**config.mk**
```make
export PLATFORM = sky130hd
export DESIGN_NAME = usb_rx_sequencer
export DESIGN_NICKNAME = d
export VERILOG_FILES = /design/src/rtl/usb_rx_sequencer.sv
export SDC_FILE = /design/constraint.sdc
export NUM_CORES = 1
export LEC_CHECK = 0
export BUFFER_PORTS_ARGS = -buffer_cell sky130_fd_sc_hd__buf_2
export CAP_MARGIN = 20
export CORE_ASPECT_RATIO = 0.6
export CORE_UTILIZATION = 45
export CTS_BUF_LIST = sky130_fd_sc_hd__clkbuf_4 sky130_fd_sc_hd__clkbuf_8
export CTS_CLUSTER_DIAMETER = 120
export DETAILED_ROUTE_END_ITERATION = 6
export SYNTH_ARGS = -nofsm -noshare
export SYNTH_HDL_FRONTEND = slang
export SYNTH_SLANG_ARGS = --single-unit
```
**constraint.sdc**
```tcl
create_clock -name clock -period 2.93 [get_ports clock]
set_input_delay 0.586 -clock clock [delete_from_list [all_inputs] [get_ports clock]]
set_output_delay 0.586 -clock clock [all_outputs]
set_load 0.01 [all_outputs]
```
**src/rtl/usb_rx_sequencer.sv**
```systemverilog
// USB receive sequencer: SYNC check, bit unstuffing, EOP detection.
// Optional USB_RX_BYTE_CHECK_EN: flag EOP on a non-byte-aligned payload.
module usb_rx_sequencer #(
    parameter int SYNC_LEN  = 8,
    parameter int STUFF_LEN = 6,
    parameter int MAX_BITS  = 1100
) (
    input  logic clock,
    input  logic reset,
    input  logic line_j,
    input  logic line_se0,
    input  logic dec_bit,
    output logic dpdm_sending,
    output logic bit_out,
    output logic bit_valid,
    output logic pkt_start,
    output logic pkt_end,
    output logic rx_err,
    output logic busy
);

    localparam int BW = $clog2(MAX_BITS + 1);
    localparam int OW = $clog2(STUFF_LEN + 1);
    localparam int SW = $clog2(SYNC_LEN);

    localparam logic [SW-1:0] SYNC_LAST = SW'(SYNC_LEN - 2);
    localparam logic [OW-1:0] STUFF_MAX = OW'(STUFF_LEN);
    localparam logic [BW-1:0] BIT_MAX   = BW'(MAX_BITS);

    typedef enum logic [2:0] {
        IDLE,
        SYNC,
        DATA,
        EOP1,
        EOP2,
        WAIT_IDLE
    } state_t;

    state_t          state, state_n;
    logic [SW-1:0]   sync_cnt, sync_cnt_n;
    logic [OW-1:0]   ones_cnt, ones_cnt_n;
    logic [BW-1:0]   bit_cnt, bit_cnt_n;
    logic            j_seen, j_seen_n;
    logic            bit_out_n;
    logic            bit_valid_n;
    logic            pkt_start_n;
    logic            pkt_end_n;
    logic            rx_err_n;

    always_ff @(posedge clock or posedge reset) begin
        if (reset) begin
            state     <= IDLE;
            sync_cnt  <= '0;
            ones_cnt  <= '0;
            bit_cnt   <= '0;
            j_seen    <= 1'b0;
            bit_out   <= 1'b0;
            bit_valid <= 1'b0;
            pkt_start <= 1'b0;
            pkt_end   <= 1'b0;
            rx_err    <= 1'b0;
        end else begin
            state     <= state_n;
            sync_cnt  <= sync_cnt_n;
            ones_cnt  <= ones_cnt_n;
            bit_cnt   <= bit_cnt_n;
            j_seen    <= j_seen_n;
            bit_out   <= bit_out_n;
            bit_valid <= bit_valid_n;
            pkt_start <= pkt_start_n;
            pkt_end   <= pkt_end_n;
            rx_err    <= rx_err_n;
        end
    end

    always_comb begin
        state_n     = state;
        sync_cnt_n  = sync_cnt;
        ones_cnt_n  = ones_cnt;
        bit_cnt_n   = bit_cnt;
        j_seen_n    = 1'b0;
        bit_out_n   = 1'b0;
        bit_valid_n = 1'b0;
        pkt_start_n = 1'b0;
        pkt_end_n   = 1'b0;
        rx_err_n    = 1'b0;

        unique case (state)
            IDLE: begin
                // The first K is SYNC bit 1 and is taken on trust.
                if (!line_j && !line_se0) begin
                    state_n    = SYNC;
                    sync_cnt_n = '0;
                end
            end

            SYNC: begin
                if (line_se0 || (dec_bit != (sync_cnt == SYNC_LAST))) begin
                    rx_err_n = 1'b1;
                    state_n  = WAIT_IDLE;
                end else if (sync_cnt == SYNC_LAST) begin
                    pkt_start_n = 1'b1;
                    state_n     = DATA;
                    ones_cnt_n  = '0;
                    bit_cnt_n   = '0;
                end else begin
                    sync_cnt_n = sync_cnt + SW'(1);
                end
            end

            DATA: begin
                if (line_se0) begin
                    state_n = EOP1;
                end else if (ones_cnt == STUFF_MAX) begin
                    if (dec_bit) begin
                        rx_err_n = 1'b1;
                        state_n  = WAIT_IDLE;
                    end else begin
                        ones_cnt_n = '0;
                    end
                end else if (bit_cnt == BIT_MAX) begin
                    rx_err_n = 1'b1;
                    state_n  = WAIT_IDLE;
                end else begin
                    bit_out_n   = dec_bit;
                    bit_valid_n = 1'b1;
                    bit_cnt_n   = bit_cnt + BW'(1);
                    ones_cnt_n  = dec_bit ? ones_cnt + OW'(1) : '0;
                end
            end

            EOP1: begin
                if (line_se0) begin
                    state_n = EOP2;
                end else begin
                    rx_err_n = 1'b1;
                    state_n  = WAIT_IDLE;
                end
            end

            EOP2: begin
                if (line_j) begin
                    state_n = IDLE;
`ifdef USB_RX_BYTE_CHECK_EN
                    if (bit_cnt[2:0] != 3'd0) begin
                        rx_err_n = 1'b1;
                    end else begin
                        pkt_end_n = 1'b1;
                    end
`else
                    pkt_end_n = 1'b1;
`endif
                end else begin
                    rx_err_n = 1'b1;
                    state_n  = WAIT_IDLE;
                end
            end

            WAIT_IDLE: begin
                // Two back-to-back J samples mean the bus has settled.
                j_seen_n = line_j;
                if (line_j && j_seen) begin
                    state_n = IDLE;
                end
            end

            default: begin
                state_n = IDLE;
            end
        endcase
    end

    assign dpdm_sending = (state == SYNC) || (state == DATA) ||
                          (state == EOP1) || (state == EOP2);
    assign busy         = (state != IDLE);

endmodule

```
==> results_dict.tcl, run 1 <==
set metrics [dict create \
    status "complete, no violations" \
    rows 16 \
    areaGrowthSynthToFinish_pct 11.1 \
    portBuffers 11 \
    grt_pass1_wl_mm 5.64 \
    synthTopCellsByArea "dfrtp_1 42%, ha_1 4.8%, nand2_1 4.6%" \
    worst-path-buf-inv 2 \
    reg2regPathDepth 7 \
    critPathMaxStageDelay_ns 0.50 \
    synth_top_area_cell "dfrtp_1" \
    first_pass_iters 4 \
    cts-root-buf "clkbuf_8" \
    cts.hold.buffers_added 0 \
    synth_warnings 0 \
    grt_max_degree 27 \
    hold_class "in -> async" \
    synth-seq-cells 26 \
    die_w_um 77.9 \
    hold_ws_ns 0.211 \
    period_needed_ns 2.47 \
    clk_pin_slew_ns 0.08 \
    wire_per_inst_um 15.1 \
    r2r_setup_slack_ns 0.46 \
    setup_ws_ns 0.464 \
    worstPathArrival_ns 2.64 \
    fp.coreArea_mm2 0.00328 \
    slowest_stage "or4b_4" \
    antenna_found_initial 0 \
    cp-start-kind "flop" \
    synth_top_area_share_pct 41.8 \
    final_nets 195 \
    synth_nets 183 \
    place.gp.congestion 0.815 \
    synthTopCellsByCount "26 x dfrtp_1, 19 x nand2_1, 13 x nor2_1" \
    post_cts_buffers 0 \
    clkLatencyLatePin_ns 0.26 \
    crit_cells 7 \
    clkSinkCount 26 \
    leakage_nw 0.727 \
    nFillCells 315 \
    postLayoutCellArea_mm2 0.00173 \
    grt_use_total_pct 20.3 \
    cts_tree "built" \
    synth.distinct_cells 45 \
    slew_viol_final 0 \
    place_hpwl_mm 2.54 \
    antenna_cells 0 \
    async_flop_share_pct 100 \
    fmax_ghz 0.405 \
    num_vias 1323 \
    grt_pass1_vias 1146 \
    cts_buffer_depth 2 \
    htreeDepth 1 \
    r2r-start "bit_cnt[0]" \
    max_cap_violations 0 \
    dp_slack_ns 0.481 \
    cts-buffers-inserted 3 \
    synth_most_common_cell "dfrtp_1" \
    path_cells "inv_1 -> ha_1 -> or4b_4 -> o311ai_4 -> inv_4 -> or3_4 -> o32ai_2" \
    hold_viol_final 0 \
    rsz0062_at_grt "false" \
    wirelength_mm 3.42 \
    peakVddDrop_v 0.000321 \
    fin_tns_setup_ns 0 \
    worst-setup-path-type "reg -> reg" \
    remaining_drc_errors 0 \
    ys.flop_type "dfrtp_1" \
    synth_edf_count 0 \
    die_h_um 47.5 \
    crit_required_ns 3.10 \
    io_pins 12 \
    setup_viol 0 \
    drt-vias-per-instance 5.83 \
    synthCells 172 \
    cts_resized 0 \
    r2r_end "state[1]" \
    drive_above_1_share_pct 15.4 \
    powerDensity_mw_per_mm2 667 \
    path_max_fanout 7 \
    fin_crit_sh_pct 84.2 \
    syn_area_mm2 0.00156 \
    worst_clock_skew_ns 0.00530 \
    start_util_pct 47.4 \
    max_slew_margin_pct 52.8 \
    synth-seq-area-share_pct 41.8 \
    tightest_slew_ns 0.699 \
    cp-end-kind "flop" \
    postRouteAntennaNets 0 \
    drt_iter0_drc 101 \
    cp_top_family "simple AND/OR/NAND/NOR gates" \
    place_area_mm2 0.00166 \
    dieArea_mm2 0.00370 \
    grt_overflow_total 0 \
    syn-mean-instance-area_um2 9.04 \
]
-- layout make-up --
class	instances	area, um^2	share of cell area (%)
clock buffer	3	41.3	2.39
inverter	7	28.8	1.67
multi-input combinational	131	846	48.9
sequential	26	651	37.7
tap	45	56.3	3.26
timing repair buffer	15	105	6.08
-- stage by stage --
stage | power, mW | utilization (%) | std cells
CTS | 1.15 | 51.8 | 226
detailed placement | 0.956 | 50.5 | 223
global route | 1.25 | 52.6 | 227
floorplan | 0.834 | - | 172
global placement | 0.939 | 50.5 | 223
finish | 1.15 | 52.6 | 227
-- report_power, final --
group	switching (mW)	internal, mW	leakage (nW)	total, mW
combinational	0.241	0.202	0.360	0.443
clock	0.0992	0.0918	0.0216	0.191
sequential	0.0957	0.423	0.346	0.519
-- sequential cells by signal, indices dropped and copies added, names as in the netlist --
| register | count |
|---|---|
| bit_out | 1 |
| pkt_end | 1 |
| sync_cnt | 3 |
| bit_valid | 1 |
| pkt_start | 1 |
| ones_cnt | 3 |
| rx_err | 1 |
| bit_cnt | 11 |
| j_seen | 1 |
| state | 3 |
-- layout by cell type, fill, tap and decap left out, types with 5 or more instances in the layout --
| cell | n |
|---|---|
| a31oi_1 | 7 |
| a21oi_1 | 10 |
| nor3_1 | 5 |
| dfrtp_1 | 26 |
| nor2_1 | 13 |
| nand2_1 | 19 |
| buf_2 | 11 |
| inv_1 | 6 |
| ha_1 | 6 |
| nand2b_1 | 5 |
| o21ai_0 | 12 |
| nand3_1 | 9 |
-- cell families (layout without fill, tap and decap cells) --
family          Yosys count  in the layout  synth area share (%)
buf+inv                  15             25                  3.78
fa+ha+maj                 6              6                  4.83
flops                    26             26                  41.8
compound gates           50             50                  22.8
mux                       3              3                  2.01
simple gates             72             72                  24.7
-- routing by layer --
metal / GRT usage, % / routed length [um] / vias up
li1: - / - / 657
met1: 30.9 / 1850 / 635
met2: 30.6 / 1440 / 29
met3: 4.57 / 128 / 2
met4: 2.22 / 8 / 0
met5: 0 / 0 / -
-- how the worst max path moves through the flow --
stage	startpoint	to
finish	bit_cnt[0]	state[1]
CTS	bit_cnt[0]	ones_cnt[2]
detailed placement	bit_cnt[0]	ones_cnt[2]
global placement	bit_cnt[0]	ones_cnt[2]
floorplan	bit_cnt[0]	state[1]
global route	bit_cnt[0]	state[1]
(Power assumes the default switching activity.)
==> run 2: changes to the inputs <==
--- a/config.mk
+++ b/config.mk
@@ -5,6 +5,7 @@
 export SDC_FILE = /design/constraint.sdc
 export NUM_CORES = 1
 export LEC_CHECK = 0
+export ABC_AREA = 1
 export BUFFER_PORTS_ARGS = -buffer_cell sky130_fd_sc_hd__buf_2
 export CAP_MARGIN = 20
 export CORE_ASPECT_RATIO = 0.6
==> constraint.sdc (replaced) <==
create_clock -name clock -period 2.2 [get_ports clock]
set_input_delay 0.44 -clock clock [delete_from_list [all_inputs] [get_ports clock]]
set_output_delay 0.44 -clock clock [all_outputs]
set_load 0.01 [all_outputs]
==> run 2 against run 1 <==
Compared with the run above: flip-flop and latch count is the same; sequential share of layout area fell by 1.1 points; synthesized area is 4.2% higher; cell area increased by 2.9%; combinational power up 70%; utilization up 0.55 points; first-iteration DRC count grew 70%; critical path type is now reg -> out.
==> results_dict.tcl, run 2 <==
set metrics [dict create \
    crit_required_ns 1.76 \
    seqCellArea_um2 651 \
    crit_start "state[2]" \
    cts.hold.buffers_added 0 \
    max_slew_margin_pct 75.1 \
    grt_pass1_vias 1191 \
    antenna_found_initial 0 \
    yosys.area_share.simple_pct 40.6 \
    first_pass_iters 4 \
    ys.flop_type "dfrtp_1" \
    leakage_nw 1.03 \
    r2r_setup_slack_ns 0.46 \
    grt_overflow_total 0 \
    io_pins 12 \
    grt_max_degree 27 \
    synthCells 232 \
    synth_top_area_share_pct 40.2 \
    use_met1_pct 33.8 \
    crit_end "dpdm_sending" \
    layout_common_cells "83 x nand2_1, 28 x inv_1, 26 x dfrtp_1" \
    rsz0062_at_grt "false" \
    clkLatencyLatePin_ns 0.27 \
    max_cap_violations 0 \
    rows 16 \
    cts-buffers-inserted 3 \
    slew_viol_final 0 \
    start_util_pct 48.5 \
    synth_nets 243 \
    synth_top_family_by_area "simple AND/OR/NAND/NOR gates" \
    synth_xor_area_share_pct 2.70 \
    use_met3_pct 5.09 \
    wire_per_inst_um 11.5 \
    regMostFlops "bit_cnt" \
    synth-seq-cells 26 \
    worst_clock_skew_ns 0.00946 \
    layout_commonest_cell "nand2_1" \
    top_usage_layer "met1" \
    synth_edf_count 0 \
    worst-setup-path-type "reg -> out" \
    synth_top_area_cell "dfrtp_1" \
    fin_tns_setup_ns 0 \
    antenna_cells 0 \
    fin_crit_sh_pct 86.9 \
    synthTopCellsByArea "dfrtp_1 40%, nand2_1 19%, nand3_1 7.1%" \
    hold_class "in -> async" \
    synthTopCellsByCount "83 x nand2_1, 28 x inv_1, 26 x dfrtp_1" \
    met2_usage_pct 23.6 \
    syn_area_mm2 0.00162 \
    yosys.area_share.adder_pct 4.63 \
    grt_use_total_pct 19.7 \
    cts_resized 0 \
    period_needed_ns 1.91 \
    synth_compound_area_share_pct 3.47 \
    reg2regPathDepth 10 \
    synth.distinct_cells 21 \
    multi_input_area_um2 833 \
    async_flop_share_pct 100 \
    powerDensity_mw_per_mm2 961 \
    place_hpwl_mm 2.58 \
    cp-start-kind "flop" \
    fp.coreArea_mm2 0.00334 \
    synth_warnings 0 \
    synth_mux_area_share_pct 0 \
    hold_ws_ns 0.212 \
    tightest_slew_ns 0.372 \
    dp_slack_ns 0.452 \
    dieArea_mm2 0.00385 \
    wirelength_mm 3.35 \
    peakVddDrop_v 0.000498 \
    path_max_fanout 6 \
    grt_pass1_wl_mm 5.73 \
    cp-end-kind "output port" \
    postRouteAntennaNets 0 \
    nFillCells 347 \
    die_w_um 79.5 \
    setup_viol 0 \
    cts_buffer_depth 2 \
    synth_most_common_cell "nand2_1" \
    areaGrowthSynthToFinish_pct 9.73 \
    r2r_end "bit_cnt[10]" \
    clkSinkCount 26 \
    final_nets 258 \
    clk_pin_slew_ns 0.09 \
    status "complete, no violations" \
    cts_tree "built" \
    largest_reg_flops 11 \
    worstPathArrival_ns 1.47 \
    cts-root-buf "clkbuf_8" \
    drt_iter0_drc 172 \
    htreeDepth 1 \
    r2r-start "sync_cnt[0]" \
    portBuffers 11 \
    die_h_um 48.5 \
    place.gp.congestion 0.954 \
    post_cts_buffers 0 \
    syn-mean-instance-area_um2 6.98 \
    hold_viol_final 0 \
    fmax_ghz 0.523 \
    setup_ws_ns 0.288 \
    drive_above_1_share_pct 12.6 \
    drt-vias-per-instance 4.86 \
    synth-seq-area-share_pct 40.2 \
    remaining_drc_errors 0 \
    num_vias 1415 \
]
==> run 2: changes by cell type after synthesis, sizes merged, moves of 5 or more <==
cell / delta
a21oi: -7
a31oi: -7
clkbuf: -8
inv: +25
nand2: +67
nand2b: -5
nand3: +17
nand4: +6
nor2: +13
o21ai: -6
==> run 2: cells by family (layout without fill, tap and decap cells) <==
kind of cell | count (synthesis) | in the layout
DFF | 26 | 26
buffers and inverters | 34 | 48
AOI/OAI and AO/OA | 10 | 10
and+or+nand+nor | 151 | 151
adders and majority gates | 6 | 6
xor gates and xnor gates | 5 | 5
==> run 2: worst min-delay path by stage <==
stage               startpoint           to  cells after the start
global placement    bit_cnt[7]   bit_cnt[7]                      2
detailed placement  bit_cnt[8]   bit_cnt[8]                      2
global route             reset  sync_cnt[2]                      3
floorplan           bit_cnt[7]   bit_cnt[7]                      2
CTS                      reset    pkt_start                      3
finish                   reset    pkt_start                      3
==> run 2: final cells by class <==
cell class | count | area share (%)
Clock buffer | 4 | 3.10
Tap cell | 45 | 3.17
Multi-Input combinational cell | 172 | 46.9
Inverter | 32 | 6.76
Timing Repair Buffer | 12 | 3.52
Sequential cell | 26 | 36.6
==> run 2: metal layers <==
layer	wire [um]	share of wire [%]
met1	1970	59
met2	1170	35
met3	181	5.4
met4	18	0.54
met5	0	0
==> run 2: stage by stage <==
stage / instances / total power [mW] / utilization, % / instance area (um^2)
after floorplan: 232 / 1.23 / - / 1620
after global placement: 287 / 1.43 / 51.5 / 1720
after detailed placement: 287 / 1.41 / 51.5 / 1720
after CTS: 291 / 1.73 / 53.2 / 1780
after global routing: 291 / 1.87 / 53.2 / 1780
final: 291 / 1.71 / 53.2 / 1780
==> run 2: critical path, cell delays in order, from the launching register on <==
cell and delay [ns]:
dfrtp_1 0.45, nor2_2 0.20, nand2_2 0.14, nand2_1 0.13, inv_1 0.09, nand3_1 0.07, buf_2 0.12
==> run 2: report_power, final <==
| group | internal [mW] | switching, mW |
|---|---|---|
| combinational | 0.252 | 0.501 |
| clock | 0.160 | 0.151 |
| sequential | 0.557 | 0.0880 |
| total | 0.969 | 0.740 |
==> run 3: changes to the inputs <==
--- a/config.mk
+++ b/config.mk
@@ -5,7 +5,6 @@
 export SDC_FILE = /design/constraint.sdc
 export NUM_CORES = 1
 export LEC_CHECK = 0
-export ABC_AREA = 1
 export BUFFER_PORTS_ARGS = -buffer_cell sky130_fd_sc_hd__buf_2
 export CAP_MARGIN = 20
 export CORE_ASPECT_RATIO = 0.6
@@ -13,6 +12,7 @@
 export CTS_BUF_LIST = sky130_fd_sc_hd__clkbuf_4 sky130_fd_sc_hd__clkbuf_8
 export CTS_CLUSTER_DIAMETER = 120
 export DETAILED_ROUTE_END_ITERATION = 6
+export PLACE_DENSITY = 0.65
 export SYNTH_ARGS = -nofsm -noshare
 export SYNTH_HDL_FRONTEND = slang
 export SYNTH_SLANG_ARGS = --single-unit
==> run 3 against run 2 <==
Compared with the run above: final cell count is 17% lower; routed wire length is 2.1% higher; cell area is 3.8% higher; largest cell class unchanged.
==> results_dict.tcl, run 3 (synthesized netlist as in run 1, its figures left out) <==
set metrics [dict create \
    final_nets 209 \
    stdcell_count 242 \
    drt_iter0_drc 151 \
    cp-start-kind "flop" \
    nFillCells 290 \
    num_vias 1349 \
    grt_overflow_total 0 \
    die_w_um 77.9 \
    tightest_slew_ns 0.551 \
    portBuffers 11 \
    drt-vias-per-instance 5.57 \
    cts_tree "built" \
    largest_reg_flops 11 \
    fin_crit_sh_pct 98.6 \
    cts_buffer_depth 2 \
    layout_commonest_cell "dfrtp_1" \
    max_slew_margin_pct 63.2 \
    remaining_drc_errors 0 \
    dieArea_mm2 0.00370 \
    wirelength_mm 3.42 \
    antenna_found_initial 0 \
    grt_max_degree 27 \
    crit_required_ns 2.36 \
    r2r_end "ones_cnt[2]" \
    fin_tns_setup_ns 0 \
    dp_cells 236 \
    die_h_um 47.5 \
    powerDensity_mw_per_mm2 893 \
    htreeDepth 1 \
    postRouteAntennaNets 0 \
    grt_use_total_pct 20.8 \
    clkLatencyLatePin_ns 0.27 \
    slew_viol_final 0 \
    worstPathArrival_ns 2.33 \
    drive_above_1_share_pct 24.4 \
    io_pins 12 \
    max_cap_violations 0 \
    place.gp.congestion 0.817 \
    wire_per_inst_um 14.1 \
    start_util_pct 47.4 \
    clk_pin_slew_ns 0.09 \
    r2r-start "bit_cnt[0]" \
    rows 16 \
    path_max_fanout 6 \
    grt_pass1_vias 1199 \
    setup_viol 0 \
    worst_clock_skew_ns 0.00576 \
    fp.coreArea_mm2 0.00328 \
    reg2regPathDepth 7 \
    leakage_nw 0.797 \
    cts-buffers-inserted 3 \
    status "complete, no violations" \
    cts-root-buf "clkbuf_8" \
    antenna_cells 0 \
    layout_common_cells "26 x dfrtp_1, 19 x nand2_1, 18 x buf_4" \
    hold_class "in -> async" \
    grt_pass1_wl_mm 5.78 \
    regMostFlops "bit_cnt" \
    post-route-util_pct 56.2 \
    cp-end-kind "flop" \
    rsz0062_at_grt "true" \
    areaGrowthSynthToFinish_pct 18.7 \
    hold_ws_ns 0.202 \
    clkSinkCount 26 \
    place_hpwl_mm 2.57 \
    r2r_setup_slack_ns 0.03 \
    fmax_ghz 0.461 \
    period_needed_ns 2.17 \
    peakVddDrop_v 0.000598 \
    hold_viol_final 0 \
    first_pass_iters 4 \
    worst-setup-path-type "reg -> reg" \
    total_power_mw 1.65 \
]
-- run 3: final cells by class --
type | instances | area (um^2) | area share, %
multi-input cells | 131 | 865 | 46.8
flip-flops and latches | 26 | 651 | 35.3
repair buffers | 29 | 190 | 10.3
well taps | 45 | 56.3 | 3.05
clock buffers | 4 | 55.1 | 2.98
inverters | 7 | 28.8 | 1.56
-- run 3: worst max-delay path by stage --
stage / start / endpoint / slack (ns)
6_report: bit_cnt[0] / ones_cnt[2] / 0.03
5_1_grt: bit_cnt[0] / ones_cnt[1] / -0.07
4_1_cts: bit_cnt[0] / ones_cnt[2] / 0.004
3_5_place_dp: bit_cnt[0] / ones_cnt[2] / -0.03
3_3_place_gp: bit_cnt[0] / ones_cnt[2] / 0.02
2_1_floorplan: bit_cnt[0] / state[1] / -0.01
-- run 3: per-stage QoR --
stage	worst slack, ns	cell area [um^2]
after CTS	0.00375	1820
after global routing	-0.0704	1850
after detailed placement	-0.0267	1760
after global placement	0.0203	1760
after floorplan	-0.0106	1560
final	0.0298	1850
-- run 3: worst max-delay path: stages (launching register included) --
cell     delay (ns)
dfrtp_1        0.39
inv_2          0.06
ha_1           0.13
or4b_4         0.48
or4_4          0.55
a21oi_4        0.22
nor2b_1        0.07
o22a_1         0.16
-- run 3: per-layer routing --
layer	part of all wire [%]	vias up	wire, um	global-route usage [%]
met1	54	647	1830	29.9
met3	4.6	0	157	4.57
li1	-	678	-	-
met2	42	24	1430	33.8
met4	0	0	0	2.22
met5	0	-	0	0
-- run 3: repair_timing --
item                       4_1_cts  5_1_grt
buffers inserted                 0        2
hold endpoints to repair         0        0
pin swaps                        1        4
resized for setup                1        5
hold buffers                     0        0
setup endpoints to repair        4        6
-- run 3: where the power goes --
group,total (mW),switching [mW],internal [mW]
Combinational,0.720,0.391,0.329
Sequential,0.621,0.0570,0.564
Clock,0.307,0.147,0.160
Total,1.65,0.595,1.05
